## src/rtl/alu_operand_sequencer.sv

```systemverilog
// alu_operand_sequencer: in-order command FIFO driving a fixed-latency ALU, result over valid/ready; define ALU_SELFCHECK_EN for the chk_err result checker
module alu_operand_sequencer #(
  parameter int DATA_WIDTH = 64,
  parameter int OP_WIDTH = 2,
  parameter int FIFO_DEPTH = 4,
  parameter int ALU_LAT = 1
) (
  input  logic                  clk,
  input  logic                  reset,
  input  logic                  cmd_valid,
  output logic                  cmd_ready,
  input  logic [OP_WIDTH-1:0]   cmd_op,
  input  logic [DATA_WIDTH-1:0] cmd_a,
  input  logic [DATA_WIDTH-1:0] cmd_b,
  output logic [DATA_WIDTH-1:0] alu_a,
  output logic [DATA_WIDTH-1:0] alu_b,
  output logic [OP_WIDTH-1:0]   alu_op,
  input  logic [DATA_WIDTH-1:0] alu_s,
  output logic                  res_valid,
  input  logic                  res_ready,
  output logic [DATA_WIDTH-1:0] res_data,
  output logic [OP_WIDTH-1:0]   res_op,
  output logic                  busy,
  output logic [31:0]           op_count,
  output logic                  chk_err
);
  localparam int AW = $clog2(FIFO_DEPTH);
  localparam int CW = $clog2(ALU_LAT + 1);
  typedef enum logic [1:0] {S_IDLE, S_WAIT, S_HOLD} state_t;
  state_t state_q, state_d;
  logic [DATA_WIDTH-1:0] fifo_a_q [FIFO_DEPTH];
  logic [DATA_WIDTH-1:0] fifo_b_q [FIFO_DEPTH];
  logic [OP_WIDTH-1:0] fifo_op_q [FIFO_DEPTH];
  logic [AW:0] wr_q, wr_d, rd_q, rd_d;
  logic [CW-1:0] cnt_q, cnt_d;
  logic [DATA_WIDTH-1:0] alu_a_q, alu_a_d, alu_b_q, alu_b_d, res_data_q, res_data_d;
  logic [OP_WIDTH-1:0] alu_op_q, alu_op_d, res_op_q, res_op_d;
  logic res_valid_q, res_valid_d;
  logic [31:0] op_count_q, op_count_d;
  logic empty, full, push, pop, sample;
  logic [DATA_WIDTH-1:0] head_a, head_b;
  logic [OP_WIDTH-1:0] head_op;
  assign empty = wr_q == rd_q;
  assign full = (wr_q ^ rd_q) == {1'b1, {AW{1'b0}}};
  assign push = cmd_valid && !full;
  assign pop = state_q == S_IDLE && !empty;
  assign sample = state_q == S_WAIT && cnt_q == CW'(1);
  assign head_a = fifo_a_q[rd_q[AW-1:0]];
  assign head_b = fifo_b_q[rd_q[AW-1:0]];
  assign head_op = fifo_op_q[rd_q[AW-1:0]];
  always_comb begin
    wr_d = push ? wr_q + (AW+1)'(1) : wr_q;
    rd_d = pop ? rd_q + (AW+1)'(1) : rd_q;
    alu_a_d = pop ? head_a : alu_a_q;
    alu_b_d = pop ? head_b : alu_b_q;
    alu_op_d = pop ? head_op : alu_op_q;
    cnt_d = pop ? CW'(ALU_LAT) : state_q == S_WAIT ? cnt_q - CW'(1) : cnt_q;
    res_data_d = sample ? alu_s : res_data_q;
    res_op_d = sample ? alu_op_q : res_op_q;
    res_valid_d = sample ? 1'b1 : (state_q == S_HOLD && res_ready) ? 1'b0 : res_valid_q;
    op_count_d = (state_q == S_HOLD && res_ready) ? op_count_q + 32'd1 : op_count_q;
    state_d = pop ? S_WAIT : sample ? S_HOLD : (state_q == S_HOLD && res_ready) ? S_IDLE : state_q;
  end
  always_ff @(posedge clk) begin
    if (push) begin
      fifo_a_q[wr_q[AW-1:0]] <= cmd_a;
      fifo_b_q[wr_q[AW-1:0]] <= cmd_b;
      fifo_op_q[wr_q[AW-1:0]] <= cmd_op;
    end
  end
  always_ff @(posedge clk) begin
    if (reset) begin
      state_q <= S_IDLE;
      wr_q <= '0;
      rd_q <= '0;
      cnt_q <= '0;
      alu_a_q <= '0;
      alu_b_q <= '0;
      alu_op_q <= '0;
      res_data_q <= '0;
      res_op_q <= '0;
      res_valid_q <= 1'b0;
      op_count_q <= '0;
    end else begin
      state_q <= state_d;
      wr_q <= wr_d;
      rd_q <= rd_d;
      cnt_q <= cnt_d;
      alu_a_q <= alu_a_d;
      alu_b_q <= alu_b_d;
      alu_op_q <= alu_op_d;
      res_data_q <= res_data_d;
      res_op_q <= res_op_d;
      res_valid_q <= res_valid_d;
      op_count_q <= op_count_d;
    end
  end
`ifdef ALU_SELFCHECK_EN
  logic [DATA_WIDTH-1:0] exp_q, exp_d;
  logic chk_err_q, chk_err_d;
  always_comb begin
    exp_d = !pop ? exp_q :
            head_op == OP_WIDTH'(0) ? head_a & head_b :
            head_op == OP_WIDTH'(1) ? head_a | head_b :
            head_op == OP_WIDTH'(2) ? head_a ^ head_b : head_a + head_b;
    chk_err_d = chk_err_q || (sample && alu_s != exp_q);
  end
  always_ff @(posedge clk) begin
    if (reset) begin
      exp_q <= '0;
      chk_err_q <= 1'b0;
    end else begin
      exp_q <= exp_d;
      chk_err_q <= chk_err_d;
    end
  end
  assign chk_err = chk_err_q;
`else
  assign chk_err = 1'b0;
`endif
  assign cmd_ready = !full;
  assign alu_a = alu_a_q;
  assign alu_b = alu_b_q;
  assign alu_op = alu_op_q;
  assign res_valid = res_valid_q;
  assign res_data = res_data_q;
  assign res_op = res_op_q;
  assign busy = state_q != S_IDLE || !empty;
  assign op_count = op_count_q;
endmodule

```

## config.mk

```make
export PLATFORM = sky130hd
export DESIGN_NAME = alu_operand_sequencer
export DESIGN_NICKNAME = d
export VERILOG_FILES = /design/src/rtl/alu_operand_sequencer.sv
export SDC_FILE = /design/constraint.sdc
export NUM_CORES = 1
export LEC_CHECK = 0
export ABC_AREA = 1
export CAP_MARGIN = 5
export CORE_AREA = 2 2 372 264
export DETAILED_ROUTE_END_ITERATION = 8
export DIE_AREA = 0 0 374 266
export SLEW_MARGIN = 20
export SYNTH_ARGS = -nofsm -noshare
export SYNTH_HDL_FRONTEND = slang
export SYNTH_SLANG_ARGS = --single-unit
```

## constraint.sdc

```tcl
create_clock -name clk -period 10 [get_ports clk]
set_input_delay 1 -clock clk [delete_from_list [all_inputs] [get_ports clk]]
set_output_delay 1 -clock clk [all_outputs]
set_load 0.005 [all_outputs]
```

==> results.sh, run 1 <==
export IMPL_clock_fmax_mhz=285
export IMPL_synth_cell_types=29
export IMPL_ctsResizeCount=0
export IMPL_io_pins=430
export IMPL_max_stage_delay_ns=0.85
export IMPL_hp_class="flop to flop"
export IMPL_place_ws_ns=5.83
export IMPL_synth_cells=2606
export IMPL_finalSetupViolCount=0
export IMPL_setup_tns_ns=0
export IMPL_nets=3179
export IMPL_grt_pass1_wl_um=112000
export IMPL_clock_sinks=758
export IMPL_htree_levels=3
export IMPL_power_leakage_nw=12.6
export IMPL_drv_cap=0
export IMPL_crit_type="flop to flop"
export IMPL_max_slew_margin_rel_pct=28.9
export IMPL_slew_viol_final=0
export IMPL_status="finished, final reports clean"
export IMPL_clk_path_buf_depth=3
export IMPL_drtAntennaViolNets=0
export IMPL_fin_crit_ns=3.51
export IMPL_setup_slack_ns=6.49
export IMPL_cts_buffers=79
export IMPL_place_gp_congestion=0.836
export IMPL_grt_setup_unrepaired="no"
export IMPL_overflow=0
export IMPL_fp_dieArea_um2=99500
export IMPL_cp_common_cell="nor2_1"
export IMPL_core_area_um2=96500
export IMPL_syn_area_per_cell_um2=11.0
export IMPL_viasPerCell=4.62
export IMPL_cts_setup_buffers=0
export IMPL_post_drt_wl_per_cell_um=17.3
export IMPL_syn2layout_area_growth_pct=28.0
export IMPL_grt_use_total_pct=14.7
export IMPL_ir_worst_vdd_uv=164
export IMPL_die_x_um=374
export IMPL_power_mw=9.61
export IMPL_antenna_found_initial=15
export IMPL_synth_area_um2=28500
export IMPL_dp_cells=4167
export IMPL_final_common_cell="nor2_1"
export IMPL_num_fill_cells=9289
export IMPL_drtIter0Drc=1458
export IMPL_vias=20000
export IMPL_cts_hold_buf=0
export IMPL_cts_root_buf="clkbuf_16"
export IMPL_cp_slowest_cell="inv_4"
export IMPL_fin_crit_sh_pct=35.1
export IMPL_layout_common_cells="858 x nor2_1, 520 x edfxtp_1, 435 x o21ai_0, 428 x clkdlybuf4s50_1, 236 x dfxtp_1"
export IMPL_hold_viol=0
export IMPL_grt_pass1_vias=18600
export IMPL_instances_no_fill=4319
export IMPL_rrSetupSlack_ns=6.49
export IMPL_power_density_nw_per_um2=263
export IMPL_row_count=96
export IMPL_dp_hpwl_um=42700
export IMPL_start_util_pct=29.6
export IMPL_cts_tree="done"
export IMPL_clk_latency_ns=0.67
export IMPL_ys_seq_area_share_pct=71.4
export IMPL_die_h_um=266
export IMPL_syn_nets=2810
export IMPL_yosys_warnings=0
export IMPL_io_buffers=428
export IMPL_cp_data_arrival_time_ns=4.10
export IMPL_first_pass_iters=5
export IMPL_worst_pin_slew_ns=1.07
export IMPL_crit_path_end_kind="flop"
export IMPL_crit_path_start_kind="flop"
export IMPL_wl_um=74900
export IMPL_clk_pin_slew_ns=0.06
export IMPL_path_cells="xnor2_2 > nand3_2 > nand2_4 > inv_4 > buf_4 > nor2_1 > nor2_1"
export IMPL_drive_gt1_share_pct=5.06
export IMPL_final_setup_skew_ns=0.0211
export IMPL_drc=0
export IMPL_grt_max_degree=234
export IMPL_cp_max_fo=77
export IMPL_ys_seq_elements=758
export IMPL_required_ns=10.59
==> cells by family after synthesis <==
| logic type | count (synthesis) | share of synthesized area [%] |
|---|---|---|
| AND/OR/NAND/NOR | 987 | 13.3 |
| flip-flops | 758 | 71.4 |
| AO/OA/AOI/OAI | 628 | 11.0 |
| buffers and inverters | 218 | 3.69 |
| XOR/XNOR | 8 | 0.298 |
| adder cells (fa/ha/maj) | 6 | 0.263 |
| other | 1 | 0.0131 |
==> per-stage QoR <==
step | util (%) | cell area (um2) | hold WS [ns]
floorplan | - | 28500 | 0.462
global placement | 35.1 | 33800 | 0.460
detailed placement | 35.1 | 33800 | 0.462
CTS | 37.9 | 36500 | 0.472
global route | 37.9 | 36500 | 0.508
finish | 37.9 | 36500 | 0.476
==> power breakdown <==
group          leakage (nW)  switching (mW)  internal (mW)
combinational          4.63            1.57           1.02
sequential             6.73           0.227           3.78
clock                  1.28            1.25           1.76
==> Yosys cell counts <==
| library cell | count | area [um2] |
|---|---|---|
| o21ai_0 | 435 | 2180 |
| edfxtp_1 | 520 | 15600 |
| nand2_4 | 1 | 11.3 |
| or2_1 | 1 | 6.26 |
| xnor2_1 | 2 | 17.5 |
| nand2_1 | 74 | 278 |
| buf_2 | 32 | 160 |
| buf_1 | 11 | 41.3 |
| nor3_1 | 3 | 15.0 |
| nor3b_1 | 1 | 7.51 |
| inv_1 | 58 | 218 |
| o21a_1 | 1 | 7.51 |
| xor2_1 | 4 | 35.0 |
| xnor2_2 | 2 | 32.5 |
| nand4_1 | 10 | 62.6 |
| nand3_1 | 30 | 150 |
| dfxtp_1 | 238 | 4760 |
| buf_4 | 8 | 60.1 |
| clkbuf_1 | 84 | 315 |
| ha_1 | 6 | 75.1 |
| o21ai_1 | 173 | 866 |
| nor2_1 | 862 | 3240 |
| nand3b_1 | 2 | 15.0 |
| nand3_2 | 2 | 20.0 |
| a21oi_1 | 19 | 95.1 |
| inv_2 | 3 | 11.3 |
| buf_6 | 22 | 248 |
| nor2_2 | 1 | 6.26 |
| conb_1 | 1 | 3.75 |
==> state kept, by name, indices dropped and copies added (netlist names), 8 cells and up <==
register,cells
alu_b,64
alu_a,64
fifo_a_q,256
res_data,64
op_count,32
fifo_b_q,256
fifo_op_q,8
==> critical path, delay by kind of cell, from the launching register on <==
| kind | cells | cell delay [ns] |
|---|---|---|
| buffers and inverters | 2 | 1.70 |
| xor gates and xnor gates | 1 | 0.16 |
| and+or+nand+nor | 4 | 0.83 |
| DFF | 1 | 0.63 |
==> metal layers <==
metal | GRT usage (%) | wire [um] | up-vias
met4 | 4.10 | 1620 | 20
met2 | 22.3 | 32900 | 597
met5 | 0 | 137 | -
met1 | 20.1 | 34700 | 9536
li1 | - | - | 9695
met3 | 4.59 | 5580 | 117
==> worst paths after layout <==
check / start / endpoint / cells past startpoint
max: rd_q[0] / alu_b[45] / 7
min reg2reg: res_valid / res_valid / 2
min: res_valid / res_valid / 2
max reg2reg: rd_q[0] / alu_b[45] / 7
==> final cells by class <==
type	instances	area [um2]	share of cell area (%)
multi-input cells	1630	7150	19.6
repair buffers	445	4490	12.3
diodes	3	7.51	0.0205
inverters	61	244	0.668
clock inverters	42	484	1.33
clock buffers	106	2180	5.97
flip-flops and latches	758	20400	55.8
well taps	1274	1590	4.36
(Power assumes the default switching activity.)
==> run 2: changes to the inputs <==
clock period = 3.1 ns   (was 10 ns; I/O delays follow)
==> run 2 against run 1 <==
Net effect: power rose to 3.3 times the previous value; largest cell class unchanged; combinational power rose to 3.3 times the previous value; worst hold slack worse by 0.22 ns; non-clock buffer count up 34; sequential power rose to 3.2 times the previous value; die area unchanged; sequential share of layout area down 0.72 points; core utilization up 0.50 points; critical path type is now flop to primary output; routed wire length up 2.6%; via count up 0.12%; critical path depth down 4.
==> results.sh, run 2 (same netlist as run 1, synthesis figures left out) <==
export IMPL_status="finished, final reports clean"
export IMPL_fp_dieArea_um2=99500
export IMPL_power_leakage_nw=12.9
export IMPL_fin_crit_ns=2.68
export IMPL_cts_tree="done"
export IMPL_crit_path_start_kind="flop"
export IMPL_cts_buffers=76
export IMPL_design_area_um2=37000
export IMPL_clk_latency_ns=0.65
export IMPL_antenna_found_initial=17
export IMPL_post_drt_wl_per_cell_um=17.6
export IMPL_cp_slowest_cell="clkdlybuf4s50_1"
export IMPL_overflow=0
export IMPL_crit_type="flop to primary output"
export IMPL_path_cells="nor2_1 > nand4_1 > clkdlybuf4s50_1"
export IMPL_drv_cap=0
export IMPL_cts_hold_buf=0
export IMPL_dpl_cell_area_um2=34300
export IMPL_setup_tns_ns=0
export IMPL_required_ns=2.79
export IMPL_finalSetupViolCount=0
export IMPL_grt_use_total_pct=15.0
export IMPL_wl_um=76800
export IMPL_ir_worst_vdd_uv=577
export IMPL_critPathTopFamily="simple AND/OR/NAND/NOR gates"
export IMPL_grt_max_degree=162
export IMPL_dp_cells=4202
export IMPL_layout_common_cells="858 x nor2_1, 520 x edfxtp_1, 435 x o21ai_0, 428 x clkdlybuf4s50_1, 235 x dfxtp_1"
export IMPL_power_mw=31.3
export IMPL_power_density_nw_per_um2=845
export IMPL_syn2layout_area_growth_pct=29.7
export IMPL_clock_sinks=758
export IMPL_cp_data_arrival_time_ns=2.37
export IMPL_cp_num_buf_inv=1
export IMPL_cp_max_fo=4
export IMPL_worst_pin_slew_ns=0.940
export IMPL_vias=20000
export IMPL_clk_path_buf_depth=3
export IMPL_ctsResizeCount=0
export IMPL_core_area_um2=96500
export IMPL_crit_path_end_kind="primary output"
export IMPL_start_util_pct=29.6
export IMPL_die_x_um=374
export IMPL_row_count=96
export IMPL_register_area_um2=20400
export IMPL_dp_hpwl_um=48000
export IMPL_drive_gt1_share_pct=6.51
export IMPL_drtIter0Drc=1439
export IMPL_drtAntennaViolNets=0
export IMPL_drc=0
export IMPL_instances_no_fill=4350
export IMPL_nets=3210
export IMPL_cts_setup_buffers=0
export IMPL_final_common_cell="nor2_1"
export IMPL_place_gp_congestion=0.853
export IMPL_grt_pass1_vias=18800
export IMPL_viasPerCell=4.60
export IMPL_grt_setup_unrepaired="no"
export IMPL_worstRegToRegCells=8
export IMPL_num_fill_cells=9292
export IMPL_clk_pin_slew_ns=0.06
export IMPL_multi_input_area_um2=7200
export IMPL_grt_pass1_wl_um=115000
export IMPL_cts_root_buf="clkbuf_16"
export IMPL_io_buffers=428
export IMPL_cp_depth=3
export IMPL_clock_fmax_mhz=373
export IMPL_final_setup_skew_ns=0.0191
export IMPL_htree_levels=3
export IMPL_max_stage_delay_ns=0.64
export IMPL_max_slew_margin_rel_pct=37.4
export IMPL_whs_path_depth=3
export IMPL_die_h_um=266
export IMPL_fin_crit_sh_pct=86.4
export IMPL_slew_viol_final=0
export IMPL_io_pins=430
export IMPL_first_pass_iters=5
export IMPL_hp_class="input pin to flop"
export IMPL_hold_viol=0
==> run 2: layout make-up <==
class,count,share of cell area (%)
Inverter,61,0.659
Clock inverter,43,1.32
Sequential cell,758,55.1
Tap cell,1274,4.31
Timing Repair Buffer,479,13.2
Clock buffer,99,5.93
Multi-Input combinational cell,1630,19.5
Antenna cell,6,0.0406
==> run 2: stage by stage <==
stage / hold WS [ns] / utilization (%) / setup WS [ns]
after global placement: 0.464 / 35.6 / 0.611
after global routing: 0.212 / 38.4 / 0.235
after CTS: 0.193 / 38.4 / 0.320
after floorplan: 0.409 / - / -0.0987
final: 0.254 / 38.4 / 0.420
after detailed placement: 0.473 / 35.6 / 0.573
==> run 2: tightest hold or removal path, stage by stage <==
cell and delay [ns]:
clkdlybuf4s50_1 0.40, nor2_1 0.10, nor2_1 0.05
==> run 2: power by group <==
part / internal, mW / total (mW) / switching, mW
Clock: 5.67 / 9.74 / 4.08
Sequential: 12.2 / 12.9 / 0.684
Combinational: 3.46 / 8.65 / 5.19
==> run 2: metal layers <==
| metal | global-route usage [%] | share of wire (%) | wire length [um] | vias to the layer above |
|---|---|---|---|---|
| met3 | 5.27 | 8.2 | 6300 | 114 |
| met5 | 0 | 0.23 | 174 | - |
| met2 | 22.1 | 43 | 33000 | 552 |
| li1 | - | - | - | 9759 |
| met4 | 3.56 | 1.7 | 1340 | 26 |
| met1 | 21.1 | 47 | 36000 | 9538 |
==> run 2: final timing paths <==
path                   to  slack [ns]  startpoint
max reg2reg     alu_a[34]        0.62     rd_q[0]
min          res_data[12]        0.25   alu_s[12]
max                  busy        0.42  state_q[0]
min reg2reg     alu_b[29]        0.48   alu_b[29]
==> run 3: changes to the inputs <==
CAP_MARGIN = 15   (was 5)
CTS_BUF_LIST = sky130_fd_sc_hd__clkbuf_8   (was unset)
==> run 3 against run 2 <==
Net effect: sequential cell count unchanged; die area unchanged; routed wire length grew 1.1%; register-to-register slack lost 0.03 ns; clock power fell by 14%; clock skew grew 0.034 ns; worst hold slack worse by 0.14 ns; global-route usage grew 0.17 points; design area decreased by 0.32%; combinational power hardly changed; largest power group unchanged; highest routed layer unchanged.
==> results.sh, run 3 (same netlist as run 1, synthesis figures left out) <==
export IMPL_cts_setup_buffers=0
export IMPL_start_util_pct=29.6
export IMPL_drv_cap=0
export IMPL_vias=20300
export IMPL_place_gp_congestion=0.853
export IMPL_dp_cells=4202
export IMPL_final_setup_skew_ns=0.0528
export IMPL_io_buffers=428
export IMPL_power_density_nw_per_um2=812
export IMPL_overflow=0
export IMPL_drc=0
export IMPL_clock_sinks=758
export IMPL_finish_utilization_pct=38.3
export IMPL_swShare_pct=33.3
export IMPL_instances_no_fill=4449
export IMPL_max_stage_delay_ns=0.63
export IMPL_clock_fmax_mhz=357
export IMPL_hold_viol=0
export IMPL_cp_max_fo=4
export IMPL_ir_worst_vdd_uv=582
export IMPL_fp_dieArea_um2=99500
export IMPL_fin_crit_sh_pct=90.4
export IMPL_p_sw_mw=9.96
export IMPL_drtAntennaViolNets=0
export IMPL_p_int_mw=20.0
export IMPL_cp_data_arrival_time_ns=2.49
export IMPL_hp_class="input pin to flop"
export IMPL_cts_buffers=116
export IMPL_power_frac_seq_pct=43.0
export IMPL_ctsResizeCount=0
export IMPL_cts_hold_buf=18
export IMPL_antenna_found_initial=19
export IMPL_crit_type="flop to primary output"
export IMPL_viasPerCell=4.57
export IMPL_clkPwrFrac_pct=28.1
export IMPL_clk_latency_ns=0.82
export IMPL_path_cells="nor2_1 > nand4_1 > clkdlybuf4s50_1"
export IMPL_clk_pin_slew_ns=0.07
export IMPL_final_common_cell="nor2_1"
export IMPL_grt_pass1_vias=19200
export IMPL_grt_use_total_pct=15.2
export IMPL_worst_pin_slew_ns=0.947
export IMPL_first_pass_iters=5
export IMPL_cts_tree="done"
export IMPL_grt_pass1_wl_um=116000
export IMPL_power_leakage_nw=13.0
export IMPL_crit_path_end_kind="primary output"
export IMPL_drive_gt1_share_pct=7.42
export IMPL_clk_path_buf_depth=3
export IMPL_die_x_um=374
export IMPL_p_comb_share_pct=28.9
export IMPL_dp_hpwl_um=48000
export IMPL_slew_viol_final=0
export IMPL_fin_crit_ns=2.80
export IMPL_core_area_um2=96500
export IMPL_syn2layout_area_growth_pct=29.3
export IMPL_finalSetupViolCount=0
export IMPL_grt_setup_unrepaired="no"
export IMPL_cp_slowest_cell="clkdlybuf4s50_1"
export IMPL_row_count=96
export IMPL_power_mw=29.9
export IMPL_htree_levels=3
export IMPL_required_ns=2.79
export IMPL_drtIter0Drc=1532
export IMPL_max_slew_margin_rel_pct=36.9
export IMPL_cts_root_buf="clkbuf_8"
export IMPL_nets=3268
export IMPL_crit_path_start_kind="flop"
export IMPL_status="finished, final reports clean"
export IMPL_die_h_um=266
export IMPL_wl_um=77700
export IMPL_grt_max_degree=162
export IMPL_io_pins=430
export IMPL_post_drt_wl_per_cell_um=17.5
export IMPL_layout_common_cells="858 x nor2_1, 520 x edfxtp_1, 435 x o21ai_0, 428 x clkdlybuf4s50_1, 235 x dfxtp_1"
run 3: final timing paths:
path / slack [ns] / start / depth (start not counted) / endpoint
worst max-delay path: 0.30 / state_q[0] / 3 / busy
worst min-delay path: 0.12 / alu_s[23] / 3 / res_data[23]
worst max register to register: 0.59 / rd_q[0] / 8 / alu_a[34]
worst min register to register: 0.48 / alu_b[29] / 2 / alu_b[29]
run 3: layout make-up:
| type | count | area (um2) |
|---|---|---|
| Clock inverter | 84 | 495 |
| Sequential cell | 758 | 20400 |
| Timing Repair Buffer | 497 | 5070 |
| Antenna cell | 8 | 20.0 |
| Inverter | 61 | 244 |
| Clock buffer | 137 | 1890 |
| Fill cell | 9362 | 59500 |
| Tap cell | 1274 | 1590 |
| Multi-Input combinational cell | 1630 | 7200 |
run 3: layer usage:
metal  wire length [um]  track usage, %  share of wire (%)  vias to the layer above
met5                210               0               0.27                        -
met4               1490            4.54                1.9                       30
met3               6610            5.20                8.5                      133
met2              33200            22.2                 43                      613
met1              36100            21.2                 47                     9658
li1                   -               -                  -                     9891
run 3: through the flow:
| stage | TNS [ns] | area, um2 | hold WS (ns) | setup slack [ns] |
|---|---|---|---|---|
| 2_1_floorplan | -43.52 | 28600 | 0.409 | -0.0987 |
| 3_3_place_gp | 0 | 34300 | 0.464 | 0.611 |
| 3_5_place_dp | 0 | 34300 | 0.473 | 0.573 |
| 4_1_cts | 0 | 36900 | 0.00110 | 0.143 |
| 5_1_grt | 0 | 36900 | 0.0289 | 0.0546 |
| 6_report | 0 | 36900 | 0.116 | 0.297 |
run 3: power groups by stage:
stage | Combinational (mW) | Clock, mW | Sequential, mW
global route | 9.73 | 9.12 | 13.0
floorplan | 4.98 | 0 | 13.0
finish | 8.66 | 8.40 | 12.9
global placement | 8.76 | 0 | 13.1
detailed placement | 8.79 | 0 | 13.1
CTS | 8.84 | 8.71 | 12.9
run 3: worst max-delay path, delay by kind of cell (launching register included):
| family | cells | cell delay (ns) |
|---|---|---|
| simple gates | 2 | 0.74 |
| buf+inv | 1 | 0.63 |
| flops | 1 | 0.33 |
